## src/rtl/cal_flags_pkg.sv

```systemverilog
// Shared constants, types and the condition-code evaluator for the
// registered ALU flag block.
package cal_flags_pkg;

    localparam logic [2:0] OP_ADD       = 3'b110;
    localparam logic [2:0] OP_SUB       = 3'b111;
    localparam logic [1:0] OP_ARITH_PFX = 2'b11;

    localparam logic [3:0] COND_EQ = 4'h0;
    localparam logic [3:0] COND_NE = 4'h1;
    localparam logic [3:0] COND_CS = 4'h2;
    localparam logic [3:0] COND_CC = 4'h3;
    localparam logic [3:0] COND_MI = 4'h4;
    localparam logic [3:0] COND_PL = 4'h5;
    localparam logic [3:0] COND_VS = 4'h6;
    localparam logic [3:0] COND_VC = 4'h7;
    localparam logic [3:0] COND_HI = 4'h8;
    localparam logic [3:0] COND_LS = 4'h9;
    localparam logic [3:0] COND_GE = 4'hA;
    localparam logic [3:0] COND_LT = 4'hB;
    localparam logic [3:0] COND_GT = 4'hC;
    localparam logic [3:0] COND_LE = 4'hD;
    localparam logic [3:0] COND_AL = 4'hE;
    localparam logic [3:0] COND_NV = 4'hF;

    typedef enum logic {
        ST_EMPTY = 1'b0,
        ST_VALID = 1'b1
    } valid_state_e;

    // Pure decode of a condition code against a flag set; validity gating
    // is applied by the caller.
    function automatic logic cond_eval(
        input logic [3:0] cond,
        input logic       c,
        input logic       n,
        input logic       z,
        input logic       v
    );
        logic hit;
        hit = 1'b0;
        case (cond)
            COND_EQ: hit = z;
            COND_NE: hit = ~z;
            COND_CS: hit = c;
            COND_CC: hit = ~c;
            COND_MI: hit = n;
            COND_PL: hit = ~n;
            COND_VS: hit = v;
            COND_VC: hit = ~v;
            COND_HI: hit = c & ~z;
            COND_LS: hit = ~c | z;
            COND_GE: hit = (n == v);
            COND_LT: hit = (n != v);
            COND_GT: hit = ~z & (n == v);
            COND_LE: hit = z | (n != v);
            COND_AL: hit = 1'b1;
            COND_NV: hit = 1'b0;
            default: hit = 1'b0;
        endcase
        return hit;
    endfunction

endpackage

```

## src/rtl/cal_flags_if.sv

```systemverilog
// Bus between the ALU datapath / branch logic and the flag register.
// flag_we and sticky_clr are single-cycle strobes sampled on the rising
// clock edge; there is no back-pressure, every asserted strobe is taken.
interface cal_flags_if
    import cal_flags_pkg::*;
#(
    parameter int WIDTH = 32,
    parameter int CNT_W = 8
);
    logic [2:0]       op;
    logic [WIDTH-1:0] result;
    logic             co_add;
    logic             co_prev_add;
    logic             flag_we;
    logic             sticky_clr;
    logic [3:0]       cond;

    logic             c;
    logic             n;
    logic             z;
    logic             v;
    logic             flags_valid;
    logic             cond_true;
    logic             sticky_c;
    logic             sticky_v;
    logic [CNT_W-1:0] ovf_cnt;
    logic             ovf_cnt_sat;
    valid_state_e     dbg_state;

    modport master (
        output op, result, co_add, co_prev_add, flag_we, sticky_clr, cond,
        input  c, n, z, v, flags_valid, cond_true, sticky_c, sticky_v,
               ovf_cnt, ovf_cnt_sat, dbg_state
    );

    modport slave (
        input  op, result, co_add, co_prev_add, flag_we, sticky_clr, cond,
        output c, n, z, v, flags_valid, cond_true, sticky_c, sticky_v,
               ovf_cnt, ovf_cnt_sat, dbg_state
    );

endinterface

```

## src/rtl/cal_flags_nx.sv

```systemverilog
// Combinational next-flag calculator: C/N/Z/V from an ALU result and the
// adder's top two carries.
module cal_flags_nx
    import cal_flags_pkg::*;
#(
    parameter int WIDTH = 32
) (
    input  logic [2:0]       op,
    input  logic [WIDTH-1:0] result,
    input  logic             co_add,
    input  logic             co_prev_add,
    output logic             c_nx,
    output logic             n_nx,
    output logic             z_nx,
    output logic             v_nx
);

    logic arith;
    logic unused_op0;

    // Only the opcode class matters; op[0] selects ADD vs SUB in the ALU.
    assign unused_op0 = op[0];

    always_comb begin
        arith = (op[2:1] == OP_ARITH_PFX);
        c_nx  = arith ? co_add : 1'b0;
        n_nx  = result[WIDTH-1];
        z_nx  = ~|result;
        v_nx  = arith ? (co_add ^ co_prev_add) : 1'b0;
    end

endmodule

```

## src/rtl/cal_flags_reg.sv

```systemverilog
// Registered ALU status flags with sticky C/V, saturating overflow counter
// and a branch-condition evaluator on the stored flags.
module cal_flags_reg
    import cal_flags_pkg::*;
#(
    parameter int WIDTH = 32,
    parameter int CNT_W = 8
) (
    input  logic     clk,
    input  logic     reset_n,
    cal_flags_if.slave bus
);

    localparam logic [CNT_W-1:0] CNT_MAX = '1;

    logic c_nx, n_nx, z_nx, v_nx;

    valid_state_e     state_q, state_d;
    logic             c_q, c_d;
    logic             n_q, n_d;
    logic             z_q, z_d;
    logic             v_q, v_d;
    logic             sticky_c_q, sticky_c_d;
    logic             sticky_v_q, sticky_v_d;
    logic [CNT_W-1:0] ovf_cnt_q, ovf_cnt_d;

    logic             c_event;
    logic             v_event;
    logic             flags_valid;

    cal_flags_nx #(
        .WIDTH(WIDTH)
    ) u_nx (
        .op         (bus.op),
        .result     (bus.result),
        .co_add     (bus.co_add),
        .co_prev_add(bus.co_prev_add),
        .c_nx       (c_nx),
        .n_nx       (n_nx),
        .z_nx       (z_nx),
        .v_nx       (v_nx)
    );

    always_ff @(posedge clk or negedge reset_n) begin
        if (!reset_n) begin
            state_q    <= ST_EMPTY;
            c_q        <= 1'b0;
            n_q        <= 1'b0;
            z_q        <= 1'b0;
            v_q        <= 1'b0;
            sticky_c_q <= 1'b0;
            sticky_v_q <= 1'b0;
            ovf_cnt_q  <= '0;
        end else begin
            state_q    <= state_d;
            c_q        <= c_d;
            n_q        <= n_d;
            z_q        <= z_d;
            v_q        <= v_d;
            sticky_c_q <= sticky_c_d;
            sticky_v_q <= sticky_v_d;
            ovf_cnt_q  <= ovf_cnt_d;
        end
    end

    // Valid FSM: leaves EMPTY on the first capture and never returns
    // until reset.
    always_comb begin
        state_d = state_q;
        case (state_q)
            ST_EMPTY: if (bus.flag_we) state_d = ST_VALID;
            ST_VALID: state_d = ST_VALID;
            default:  state_d = ST_EMPTY;
        endcase
    end

    always_comb begin
        c_d = c_q;
        n_d = n_q;
        z_d = z_q;
        v_d = v_q;
        if (bus.flag_we) begin
            c_d = c_nx;
            n_d = n_nx;
            z_d = z_nx;
            v_d = v_nx;
        end
    end

    // A set event in the same cycle as a clear wins, so no event is lost.
    always_comb begin
        c_event    = bus.flag_we & c_nx;
        v_event    = bus.flag_we & v_nx;
        sticky_c_d = (sticky_c_q & ~bus.sticky_clr) | c_event;
        sticky_v_d = (sticky_v_q & ~bus.sticky_clr) | v_event;

        ovf_cnt_d = ovf_cnt_q;
        if (v_event) begin
            if (bus.sticky_clr) begin
                ovf_cnt_d = CNT_W'(1);
            end else if (ovf_cnt_q != CNT_MAX) begin
                ovf_cnt_d = ovf_cnt_q + CNT_W'(1);
            end
        end else if (bus.sticky_clr) begin
            ovf_cnt_d = '0;
        end
    end

    assign flags_valid     = (state_q == ST_VALID);

    assign bus.c           = c_q;
    assign bus.n           = n_q;
    assign bus.z           = z_q;
    assign bus.v           = v_q;
    assign bus.flags_valid = flags_valid;
    assign bus.cond_true   = flags_valid & cond_eval(bus.cond, c_q, n_q, z_q, v_q);
    assign bus.sticky_c    = sticky_c_q;
    assign bus.sticky_v    = sticky_v_q;
    assign bus.ovf_cnt     = ovf_cnt_q;
    assign bus.ovf_cnt_sat = (ovf_cnt_q == CNT_MAX);
    assign bus.dbg_state   = state_q;

endmodule
```

## src/flat_wrapper.sv

```systemverilog
// flat-port wrapper written by rule: the top's interface ports become plain ports
module cal_flags_reg_flat import cal_flags_pkg::*;
#(
    parameter int WIDTH = 32,
    parameter int CNT_W = 8
)
  (clk, reset_n, bus_op, bus_result, bus_co_add, bus_co_prev_add, bus_flag_we, bus_sticky_clr, bus_cond, bus_c, bus_n, bus_z, bus_v, bus_flags_valid, bus_cond_true, bus_sticky_c, bus_sticky_v, bus_ovf_cnt, bus_ovf_cnt_sat, bus_dbg_state);
  cal_flags_if #(.WIDTH(WIDTH), .CNT_W(CNT_W)) bus_i ();
  input  logic clk;
  input  logic reset_n;
  input wire logic [$bits(bus_i.op)-1:0] bus_op;
  input wire logic [$bits(bus_i.result)-1:0] bus_result;
  input wire logic [$bits(bus_i.co_add)-1:0] bus_co_add;
  input wire logic [$bits(bus_i.co_prev_add)-1:0] bus_co_prev_add;
  input wire logic [$bits(bus_i.flag_we)-1:0] bus_flag_we;
  input wire logic [$bits(bus_i.sticky_clr)-1:0] bus_sticky_clr;
  input wire logic [$bits(bus_i.cond)-1:0] bus_cond;
  output wire logic [$bits(bus_i.c)-1:0] bus_c;
  output wire logic [$bits(bus_i.n)-1:0] bus_n;
  output wire logic [$bits(bus_i.z)-1:0] bus_z;
  output wire logic [$bits(bus_i.v)-1:0] bus_v;
  output wire logic [$bits(bus_i.flags_valid)-1:0] bus_flags_valid;
  output wire logic [$bits(bus_i.cond_true)-1:0] bus_cond_true;
  output wire logic [$bits(bus_i.sticky_c)-1:0] bus_sticky_c;
  output wire logic [$bits(bus_i.sticky_v)-1:0] bus_sticky_v;
  output wire logic [$bits(bus_i.ovf_cnt)-1:0] bus_ovf_cnt;
  output wire logic [$bits(bus_i.ovf_cnt_sat)-1:0] bus_ovf_cnt_sat;
  output wire logic [$bits(bus_i.dbg_state)-1:0] bus_dbg_state;
  assign bus_i.op = bus_op;
  assign bus_i.result = bus_result;
  assign bus_i.co_add = bus_co_add;
  assign bus_i.co_prev_add = bus_co_prev_add;
  assign bus_i.flag_we = bus_flag_we;
  assign bus_i.sticky_clr = bus_sticky_clr;
  assign bus_i.cond = bus_cond;
  assign bus_c = bus_i.c;
  assign bus_n = bus_i.n;
  assign bus_z = bus_i.z;
  assign bus_v = bus_i.v;
  assign bus_flags_valid = bus_i.flags_valid;
  assign bus_cond_true = bus_i.cond_true;
  assign bus_sticky_c = bus_i.sticky_c;
  assign bus_sticky_v = bus_i.sticky_v;
  assign bus_ovf_cnt = bus_i.ovf_cnt;
  assign bus_ovf_cnt_sat = bus_i.ovf_cnt_sat;
  assign bus_dbg_state = bus_i.dbg_state;
  cal_flags_reg #(.WIDTH(WIDTH), .CNT_W(CNT_W)) u_core (.clk(clk), .reset_n(reset_n), .bus(bus_i));
endmodule
```

## config.mk

```make
export PLATFORM = sky130hd
export DESIGN_NAME = cal_flags_reg_flat
export DESIGN_NICKNAME = d
export VERILOG_FILES = /design/src/rtl/cal_flags_pkg.sv /design/src/rtl/cal_flags_if.sv /design/src/rtl/cal_flags_nx.sv /design/src/rtl/cal_flags_reg.sv /design/src/flat_wrapper.sv
export SDC_FILE = /design/constraint.sdc
export NUM_CORES = 1
export LEC_CHECK = 0
export ABC_AREA = 0
export BUFFER_PORTS_ARGS = -buffer_cell sky130_fd_sc_hd__buf_2
export CORE_MARGIN = 2
export CORE_UTILIZATION = 44
export CTS_CLUSTER_DIAMETER = 200
export DETAILED_ROUTE_END_ITERATION = 8
export GPL_TIMING_DRIVEN = 0
export PLACE_DENSITY_LB_ADDON = 0.2
export SETUP_SLACK_MARGIN = 0.4
export SLEW_MARGIN = 20
export SYNTH_ARGS = -nofsm -noshare
export SYNTH_HDL_FRONTEND = slang
export SYNTH_SLANG_ARGS = --single-unit
```

## constraint.sdc

```tcl
create_clock -name clk -period 4.4 [get_ports clk]
set_clock_uncertainty 0.1 [all_clocks]
set_input_delay 1.32 -clock clk [delete_from_list [all_inputs] [get_ports clk]]
set_output_delay 1.32 -clock clk [all_outputs]
set_load 0.01 [all_outputs]
```

==> run metrics <==
mapped cell area=about 970 sq um; first-pass GRT wire length=about 4100 um; clock buffer depth=2; ys flop type=dfrtp_1; CTS Sinks=15; leakage=0.638 nW; period utilization=0.893; Worst Hold Launch=u_core.bus.ovf_cnt[6]; top cells by instance count after synthesis=dfrtp_1 (15), inv_1 (8), nor4_1 (8), o21ai_0 (8); die width=50.9 um; RSZ-0062 raised after global routing=no; Netlist cell types=40; clock-pin slew on the worst setup and hold paths=100 ps; reg2reg end=u_core.bus.ovf_cnt[3]; worst hold-check path type=flop to flop; Final Hold Fails=0; cell with the most instances after synthesis=dfrtp_1; post-route minimum period=3930 ps; fin worst setup slack=about 470 ps; vias after detailed routing=1081; Layout area overhead=36.9%; number of I/O port buffers=59; Ports=63; maxcap violations=0; Syn Area/Cell=just over 9 sq um; most area-hungry cell type in the Yosys netlist=dfrtp_1; Synth Warn #=0; number of setup buffers added after CTS=0; CP Max Fanout=7; largest net degree at the start of global routing=16; Crit path required time=~3000 ps; syn nets=between 150 and 200; # resized after CTS=1; GPL Wtd Cong=around 0.86; Layout Nets=~220; outcome=completed; Pwr Density=217 mW/mm^2; Worst VDD drop=between 0.15 and 0.2 mV; Die ar.=about 0.0026 sq mm; drt via density=between 5 and 6; Post-synth EDFFs=0; vias in the first global route=between 1000 and 1500; CP Class=primary input to output port; Pre-antenna DRT Iters=4; hold_ws=440 ps; H-tree depth=1; Synth area leaders=dfrtp_1 (39%), nor4_1 (5.2%), o21ai_0 (4.1%); diodes inserted=0; Detailed Route Iter0 Violations=17; layout cells sized above 1=0.438; Worst-Margin Slew=approximately 460 ps; CP arrival=2510 ps; Sum Neg Setup Slack=0 ps; Hold EP=u_core.bus.ovf_cnt[6]; total CTS buffers=3; Max Freq=approximately 250 MHz; Tot GR Track Use=0.204; WL/cell=between 10 and 15 um; Worst slew margin=0.691; final setup fails=0; Gate Count Post-Synth=approximately 110; Overflow after GRT=0; post-synthesis sequential area ratio=0.389; Placed Area=0.00129 sq mm; DRT Wirelength=2500 um; top cell type's share of synthesized area=0.389; CTS tree=yes; DRC=0; initial antenna violation count=0; Die Y=slightly above 50 um; Starting Density=0.478; DRT antenna net count=0; Worst Setup Start Kind=primary input; Post-Route Utilization=0.654; worst r2r src=u_core.bus.ovf_cnt[0]; core area=slightly above 0.002 sq mm; Final Cell Area=about 0.0013 sq mm; FFs w/ async S/R, synth=1.00; cell depth of the worst hold path=1; dpl ws=about 400 ps; FF-to-FF path depth=6; flops & latches, synth=15; Worst R2R Setup Slack=roughly 2500 ps; Std-Cell Rows=16; clk_lat worst skew=approximately 280 ps; Slew Limit Fails=0; DP Wirelength=slightly above 2000 um; CP endpoint kind=output port; hold_buf cts=0; CTS root buf=clkbuf_4
-- state kept, by name, summed over array words and instances (netlist names) --
register              cells
u_core.bus.ovf_cnt        8
u_core.bus.c              1
u_core.bus.dbg_state      1
u_core.bus.n              1
u_core.bus.sticky_c       1
u_core.bus.sticky_v       1
u_core.bus.v              1
u_core.bus.z              1
-- power breakdown --
group	switching (mW)	internal [mW]	total, mW	leakage, nW
sequential	0.00457	0.142	0.146	0.200
clock	0.0468	0.0337	0.0805	0.0177
combinational	0.0299	0.0298	0.0597	0.421
-- logic make-up after synthesis --
| group | after synthesis | synth area share |
|---|---|---|
| simple gates | 42 | 0.267 |
| mux | 6 | 0.0686 |
| buf+inv | 14 | 0.0764 |
| compound gates | 25 | 0.159 |
| fa+ha+maj | 1 | 0.0130 |
| xor+xnor | 3 | 0.0272 |
| flops | 15 | 0.389 |
-- critical path: stages --
cell and delay [ps]:
clkbuf_1 250, mux2_2 380, o21ai_1 210, a21o_1 150, a31oi_1 60, buf_2 140
-- layout by cell type, fill, tap and decap left out, drive strengths merged, types with 2 or more instances in the layout --
| cell | Yosys | final |
|---|---|---|
| clkinv | 1 | 2 |
| inv | 8 | 8 |
| o21ai | 8 | 8 |
| dfrtp | 15 | 15 |
| a21o | 2 | 2 |
| buf | 4 | 63 |
| nor4 | 8 | 8 |
| nor2 | 5 | 5 |
| nand2 | 5 | 5 |
| a21oi | 5 | 5 |
| or4 | 2 | 2 |
| a31oi | 2 | 2 |
| nor4b | 3 | 3 |
| or2 | 2 | 2 |
| mux2 | 5 | 5 |
| clkbuf | 1 | 4 |
| nand4 | 4 | 4 |
| or3 | 3 | 3 |
| xnor2 | 2 | 2 |
| nand3 | 3 | 3 |
| o31ai | 3 | 3 |
| nor2b | 2 | 2 |
-- routing by layer --
metal  global-route usage  routed length, um  vias up
met4               0.0315                 15        0
met5                    0                  0        -
met2                0.410               1350       51
met3               0.0263                157        2
li1                     -                  -      521
met1                0.230                985      507
-- metrics by stage --
step	total power, mW	instances
floorplan	0.174	106
global placement	0.204	192
detailed placement	0.208	192
CTS	0.290	196
global route	0.299	196
finish	0.286	196
-- area by class of cell --
class                   count  area (sq um)
clock buffers               3          22.5
clock inverters             1          5.00
fillers                   180           699
repair buffers             59           295
well taps                  27          33.8
flip-flops and latches     15           375
inverters                   9          38.8
plain buffers               5          35.0
multi-input cells          77           517
-- how the worst max path moves through the flow --
| stage | start | endpoint | cells after the start |
|---|---|---|---|
| finish | bus_cond[1] | bus_cond_true | 6 |
| global route | bus_cond[1] | bus_cond_true | 6 |
| CTS | bus_cond[1] | bus_cond_true | 6 |
| detailed placement | bus_cond[1] | bus_cond_true | 6 |
| global placement | bus_cond[1] | bus_cond_true | 6 |
| floorplan | bus_cond[1] | bus_cond_true | 5 |
Power figures use the tool's default switching activity.
